## config.mk

```make
export PLATFORM = sky130hd
export DESIGN_NAME = concat_splitter
export DESIGN_NICKNAME = d
export VERILOG_FILES = /design/src/rtl/concat_splitter.sv
export SDC_FILE = /design/constraint.sdc
export NUM_CORES = 1
export LEC_CHECK = 0
export CAP_MARGIN = 10
export CORE_MARGIN = 5
export CORE_UTILIZATION = 45
export DETAILED_ROUTE_END_ITERATION = 8
export PLACE_DENSITY = 0.7
export SLEW_MARGIN = 30
export SYNTH_ARGS = -nofsm -noshare
export SYNTH_HDL_FRONTEND = slang
export SYNTH_SLANG_ARGS = --single-unit
```

## constraint.sdc

```tcl
create_clock -name i_clk -period 3.16 [get_ports i_clk]
set_input_delay 0.79 -clock i_clk [delete_from_list [all_inputs] [get_ports i_clk]]
set_output_delay 0.79 -clock i_clk [all_outputs]
set_load 0.02 [all_outputs]
```

## src/rtl/concat_splitter.sv

```systemverilog
// ---------------------------------------------------------------------------
// concat_splitter
//
// Unpacks a wide word made of NUM_BEATS equal-width fields into a stream of
// narrow beats. By default the most-significant field (f0 of {f0,...,fN-1})
// leaves first. One word is held at a time. A new word can be loaded on the
// same edge that hands off the last beat of the current word, so a continuous
// input stream produces beats with no bubble.
//
// Build option:
//   CONCAT_SPLITTER_LSB_FIRST_EN - when defined, the least-significant field
//                                  leaves first. o_index still counts
//                                  0..NUM_BEATS-1 in emission order.
//
// Ports:
//   i_clk    - clock, rising edge
//   i_rst    - asynchronous active-low reset
//   i_valid  - input word valid
//   o_ready  - block accepts a word this cycle
//   i_data   - packed input word (WORD_WIDTH)
//   o_valid  - beat valid
//   i_ready  - consumer accepts beat
//   o_data   - current beat (BEAT_WIDTH), 0 when o_valid is low
//   o_index  - field number of current beat, 0 when o_valid is low
//   o_last   - current beat is the final field of the word
// ---------------------------------------------------------------------------
module concat_splitter #(
  parameter int BEAT_WIDTH = 4,
  parameter int NUM_BEATS  = 5,
  parameter int WORD_WIDTH = BEAT_WIDTH * NUM_BEATS,
  parameter int IDX_WIDTH  = (NUM_BEATS > 1) ? $clog2(NUM_BEATS) : 1
) (
  input  logic                  i_clk,
  input  logic                  i_rst,
  input  logic                  i_valid,
  output logic                  o_ready,
  input  logic [WORD_WIDTH-1:0] i_data,
  output logic                  o_valid,
  input  logic                  i_ready,
  output logic [BEAT_WIDTH-1:0] o_data,
  output logic [IDX_WIDTH-1:0]  o_index,
  output logic                  o_last
);

  localparam logic [IDX_WIDTH-1:0] LAST_IDX = IDX_WIDTH'(NUM_BEATS - 1);

  typedef enum logic {
    IDLE = 1'b0,
    BUSY = 1'b1
  } state_t;

  state_t                  state_reg, state_next;
  logic [WORD_WIDTH-1:0]   sr_reg, sr_next;
  logic [WORD_WIDTH-1:0]   sr_shifted;
  logic [IDX_WIDTH-1:0]    cnt_reg, cnt_next;
  logic [BEAT_WIDTH-1:0]   head;
  logic                    busy;
  logic                    last_beat;
  logic                    accept;
  logic                    beat_hs;

  // Shift the word by one field toward the output end, zero filling the
  // vacated field. Fields are indexed here from the LSB end (field gi sits at
  // bits gi*BEAT_WIDTH).
  genvar gi;
  generate
    for (gi = 0; gi < NUM_BEATS; gi++) begin : g_shift
`ifdef CONCAT_SPLITTER_LSB_FIRST_EN
      if (gi == NUM_BEATS - 1) begin : g_fill
        assign sr_shifted[gi*BEAT_WIDTH +: BEAT_WIDTH] = '0;
      end else begin : g_move
        assign sr_shifted[gi*BEAT_WIDTH +: BEAT_WIDTH] = sr_reg[(gi+1)*BEAT_WIDTH +: BEAT_WIDTH];
      end
`else
      if (gi == 0) begin : g_fill
        assign sr_shifted[gi*BEAT_WIDTH +: BEAT_WIDTH] = '0;
      end else begin : g_move
        assign sr_shifted[gi*BEAT_WIDTH +: BEAT_WIDTH] = sr_reg[(gi-1)*BEAT_WIDTH +: BEAT_WIDTH];
      end
`endif
    end
  endgenerate

`ifdef CONCAT_SPLITTER_LSB_FIRST_EN
  assign head = sr_reg[BEAT_WIDTH-1:0];
`else
  assign head = sr_reg[WORD_WIDTH-1 -: BEAT_WIDTH];
`endif

  assign busy      = (state_reg == BUSY);
  assign last_beat = busy && (cnt_reg == LAST_IDX);
  assign beat_hs   = busy && i_ready;
  // A new word fits either when empty or when the last beat leaves this cycle.
  assign o_ready   = !busy || (last_beat && i_ready);
  assign accept    = i_valid && o_ready;

  // Outputs are forced to zero whenever no beat is presented.
  assign o_valid = busy;
  assign o_data  = busy ? head : '0;
  assign o_index = busy ? cnt_reg : '0;
  assign o_last  = last_beat;

  always_comb begin
    state_next = state_reg;
    sr_next    = sr_reg;
    cnt_next   = cnt_reg;
    if (accept) begin
      // Covers both the idle load and the back-to-back reload on the last beat.
      state_next = BUSY;
      sr_next    = i_data;
      cnt_next   = '0;
    end else if (beat_hs) begin
      if (last_beat) begin
        state_next = IDLE;
        sr_next    = '0;
        cnt_next   = '0;
      end else begin
        sr_next  = sr_shifted;
        cnt_next = cnt_reg + IDX_WIDTH'(1);
      end
    end
  end

  always_ff @(posedge i_clk or negedge i_rst) begin
    if (!i_rst) begin
      state_reg <= IDLE;
      sr_reg    <= '0;
      cnt_reg   <= '0;
    end else begin
      state_reg <= state_next;
      sr_reg    <= sr_next;
      cnt_reg   <= cnt_next;
    end
  end

endmodule

```

==> metrics.cfg, run 1 <==
[pwr]
powerDensity_mw_per_mm2=731.0
peakVddDrop_uv=321.4
p_leak_nw=0.7134

[sta]
hold_viol=0
slew_violations=0
post-route-period-util_pct=93.86
fmax_mhz=337.2
period_needed_ps=2966
finClkSkew_ps=8.612
rsz0062_at_grt=no
setup_tns_ps=0
setup_ws_ps=194.1
slew_headroom_pct=70.53
whs_ps=511.2
setup_viol=0
worstMarginPinSlew_ps=442.1

[logic_synthesis]
ys_ff_latch=24
ys_top_cells_by_count=24 x dfrtp_1, 18 x o21ai_1, 16 x a21boi_0, 10 x a2bb2oi_2, 10 x o21ai_2
syn_nets=161
synth_top_cell_by_area=dfrtp_1
seq_area_frac_synth_pct=40.99
synthDistinctLibCells=31
netlist_instances=135
ys_warn_count=0
async_flop_share_pct=100.0
syn_area_mm2=0.001465
yosys-top-cells-area=dfrtp_1 41%, a2bb2oi_2 10%, a21boi_0 8.2%
synth-edff-count=0
synth.most_common_cell=dfrtp_1
synth_ff_type=dfrtp_1
synth_top_cell_area_share_pct=40.99
syn_avg_cell_area_um2=10.85

[worst_setup_path]
start_kind=input pin
cp-end-kind=output port
cp_data_required_time_ps=2370
crit_type=in2out
cp_max_fo=5
arrival_ps=2180

[global_routing]
antenna_found_initial=0
grt_max_degree=25
grt_usage_pct=15.83
grt_pass1_wl_um=5430
grt_overflow=0
first_global_vias=1182

[clock_network]
cts_buffers=3
cts_setup_buffers=0
cts_root_buf=clkbuf_4
htreeDepth=1
cts_tree=done
cts_sinks=24
cts-resized-gates=0
cts_hold_buffers=0
cts_max_path_buffers=2
clk_pin_slew_ps=120
clock_latency_ps=320

[finish]
fin_nets=191
syn_to_final_growth_pct=24.76
antenna_cells=0
largest_register_ffs=20
finish.utilization_pct=59.39
drive_above_1_share_pct=21.95
final_cells=208

[floorplanning]
start_util_pct=47.60
dieArea_mm2=0.004497
dieWidth_um=67.06
ioPinCount=34
rows=20
die_h_um=67.06
core-area_mm2=0.003078

[detailed_routing]
wirelength_um=3216
ant_nets=0
drtPass1Iterations=3
post_drt_wl_per_cell_um=15.46
drc=0
vias=1141
drt-initial-drc-count=43
via_per_inst=5.486

[placement]
post-dp-hpwl_um=2301
dp_cells=204
place.gp.congestion=0.7324
port_buffers=33
pre_cts_ws_ps=202.7

[run_status]
status=complete, no violations

[job]
max_cap_violations=0

[hold_path]
hp-class=reg2reg

## power by group
group,switching (mW),internal (mW)
Clock,0.0920,0.0705
Sequential,0.0864,0.417
Combinational,0.302,0.368
Total,0.480,0.856
## layout make-up
type                            count  area (um2)
Timing Repair Buffer               37       360.3
Sequential cell                    24       600.6
Fill cell                         278        1250
Clock buffer                        4       36.28
Multi-Input combinational cell     97       768.2
Tap cell                           44       55.05
Inverter                            2       7.507
## worst max-delay path: stages
cell	delay [ps]
clkdlybuf4s50_1	550
nand3_1	110
nand2_1	110
clkdlybuf4s50_1	620
## metal layers
metal / wire length, um / vias up / GRT usage, %
met1: 1427 / 560 / 19.48
met3: 142 / 4 / 4.047
met2: 1617 / 22 / 27.36
met4: 28 / 0 / 3.797
met5: 0 / - / 0
li1: - / 555 / -
## stage by stage
stage,power [mW],area [um2]
floorplan,0.9633,1465
global placement,1.171,1792
detailed placement,1.185,1792
CTS,1.353,1828
global route,1.436,1828
finish,1.336,1828
## placed cells by master, fill, tap and decap left out, types with 2 or more instances in the layout
cell / synthesis / final
clkdlybuf4s50_1: 0 / 33
dfrtp_1: 24 / 24
o21ai_1: 18 / 18
a21boi_0: 16 / 16
o21ai_2: 10 / 10
a2bb2oi_2: 10 / 10
and2_1: 8 / 8
a2bb2oi_1: 6 / 6
o21ai_0: 5 / 5
a22o_1: 5 / 5
buf_4: 1 / 4
clkbuf_4: 0 / 3
inv_1: 2 / 2
nand2_1: 2 / 2
a21oi_1: 2 / 2
ha_1: 2 / 2
## logic make-up after synthesis
kind of cell             Yosys count  share of synthesized area, %
AO/OA/AOI/OAI                     72                         39.54
buffers and inverters             14                         6.576
adder cells (fa/ha/maj)            2                         1.708
multiplexers                       2                         1.452
AND/OR/NAND/NOR                   21                         9.736
flip-flops                        24                         40.99
## final timing paths
path | from | end | slack, ps | depth (start not counted)
setup / recovery | i_ready | o_ready | 190 | 4
hold / removal | sr_reg[1] | sr_reg[1] | 510 | 1
setup reg to reg | cnt_reg[0] | sr_reg[2] | 1470 | 5
hold reg to reg | sr_reg[1] | sr_reg[1] | 510 | 1
max in group asynchronous | i_rst | cnt_reg[0] | 2090 | 2
min in group asynchronous | i_rst | sr_reg[15] | 820 | 2
(Power assumes the default switching activity.)
==> run 2: changes to the inputs <==
Settings changed: HOLD_SLACK_MARGIN from default to 0.12.
==> results of run 2 <==
Final layout, timing and power as in run 1 (identical DEF).
==> run 3: changes to the inputs <==
Settings changed: GPL_ROUTABILITY_DRIVEN from default to 0, MAX_ROUTING_LAYER from default to met4.
==> run 3 against run 2 <==
Compared with the run above:
- critical path depth stayed put
- non-clock buffer count stayed put
- routed wire length stayed put
- die area stayed put
- core utilization stayed put
- setup slack stayed put
- via count stayed put
- first-iteration DRC count stayed put
- cell count stayed put
- critical endpoint unchanged
- largest power group unchanged
==> metrics.cfg, run 3 (synthesized netlist as in run 1, its figures left out) <==
[run_status]
status=complete, no violations

[detailed_routing]
dr_wl_met3_um=135
wl_met1_um=1434
ant_nets=0
drt-initial-drc-count=43
dr_wl_met2_um=1617
wirelength_um=3216
drc=0
highest_layer=met4
drtPass1Iterations=3
via_per_inst=5.486
vias=1141
post_drt_wl_per_cell_um=15.46

[global_routing]
first_global_vias=1182
grt_pass1_wl_um=5430
grt_overflow=0
antenna_found_initial=0
grt_usage_pct=16.24
grt_max_degree=25

[sta]
setup_viol=0
period_needed_ps=2966
post-route-period-util_pct=93.86
finClkSkew_ps=8.926
slew_violations=0
worstMarginPinSlew_ps=442.1
slew_headroom_pct=70.53
setup_tns_ps=0
rsz0062_at_grt=no
fmax_mhz=337.2
hold_viol=0

[clock_network]
clock_latency_ps=320
cts_sinks=24
cts_max_path_buffers=2
clk_pin_slew_ps=120
cts_root_buf=clkbuf_4
cts_setup_buffers=0
htreeDepth=1
cts_tree=done
cts_hold_buffers=0
cts_buffers=3
cts-resized-gates=0

[worst_setup_path]
reg2reg_to=sr_reg[2]
start_kind=input pin
crit_path_top_delay_cell=clkdlybuf4s50_1
worst_path_most_repeated_cell=clkdlybuf4s50_1
critPathLaunch=i_ready
critPathBufInv=2
path_cells=clkdlybuf4s50_1 -> nand3_1 -> nand2_1 -> clkdlybuf4s50_1
crit_cells=4
cp_data_required_time_ps=2370
reg2reg_depth=5
critPathTopFamily=buffers and inverters
rrSetupSlack_ps=1470
endpoint=o_ready
crit_type=in2out
reg2reg_from=cnt_reg[0]
arrival_ps=2180
cp-end-kind=output port
cp_max_fo=5
crit_path_max_incr_delay_ps=620

[finish]
fin_nets=191
final_area_mm2=0.001828
final_common_cell=clkdlybuf4s50_1
largest_register_ffs=20
antenna_cells=0
final_cell_mix=33 x clkdlybuf4s50_1, 24 x dfrtp_1, 18 x o21ai_1
drive_above_1_share_pct=21.95
syn_to_final_growth_pct=24.76

[floorplanning]
core-area_mm2=0.003078
dieArea_mm2=0.004497
ioPinCount=34
start_util_pct=47.60
die_h_um=67.06
dieWidth_um=67.06
rows=20

[pwr]
switchingPower_uw=480.3
powerDensity_mw_per_mm2=730.9
pwr-share-seq_pct=37.7
power_mw=1.336
comb_power_share_pct=50.2
p_leak_nw=0.7134
internal_power_uw=855.8
p_clk_share_pct=12.2
peakVddDrop_uv=320.9
switching_share_pct=35.95

[hold_path]
hp-class=reg2reg

[placement]
port_buffers=33
post-dp-hpwl_um=2301
dpl_cell_area_mm2=0.001792

[job]
max_cap_violations=0

[run 3: cell counts in the layout (fill, tap and decap cells not counted)]
No cell type changed its count.
[run 3: how the worst min path moves through the flow]
stage / from / endpoint / slack [ps] / cells after the start
floorplan: sr_reg[0] / sr_reg[0] / 470 / 1
global placement: sr_reg[0] / sr_reg[0] / 490 / 1
detailed placement: sr_reg[1] / sr_reg[1] / 490 / 1
CTS: sr_reg[1] / sr_reg[1] / 520 / 1
global route: sr_reg[9] / sr_reg[9] / 560 / 1
finish: sr_reg[1] / sr_reg[1] / 510 / 1
[run 3: layout make-up]
| class | instances | area (um2) |
|---|---|---|
| Tap cell | 44 | 55.05 |
| Timing Repair Buffer | 37 | 360.3 |
| Sequential cell | 24 | 600.6 |
| Clock buffer | 4 | 36.28 |
| Inverter | 2 | 7.507 |
| Fill cell | 278 | 1250 |
| Multi-Input combinational cell | 97 | 768.2 |
[run 3: metrics by stage]
stage,hold slack (ps),util (%),cells,setup slack [ps]
2_1_floorplan,466.4,-,135,1247
5_1_grt,555.9,59.39,208,152.2
3_5_place_dp,486.7,58.21,204,202.7
3_3_place_gp,486.4,58.21,204,236.6
6_report,511.1,59.39,208,194.1
4_1_cts,522.1,59.39,208,205.0
[run 3: metal layers]
metal / up-vias / GRT usage [%]
met5: - / -
met4: 0 / 3.797
met3: 4 / 3.879
met2: 22 / 27.36
met1: 560 / 19.58
li1: 555 / -
[run 3: power groups by stage]
| stage | Clock, mW | Combinational (mW) | Sequential, mW |
|---|---|---|---|
| 2_1_floorplan | 0 | 0.482 | 0.481 |
| 3_3_place_gp | 0 | 0.664 | 0.506 |
| 3_5_place_dp | 0 | 0.674 | 0.511 |
| 4_1_cts | 0.173 | 0.676 | 0.504 |
| 5_1_grt | 0.187 | 0.730 | 0.520 |
| 6_report | 0.162 | 0.670 | 0.503 |
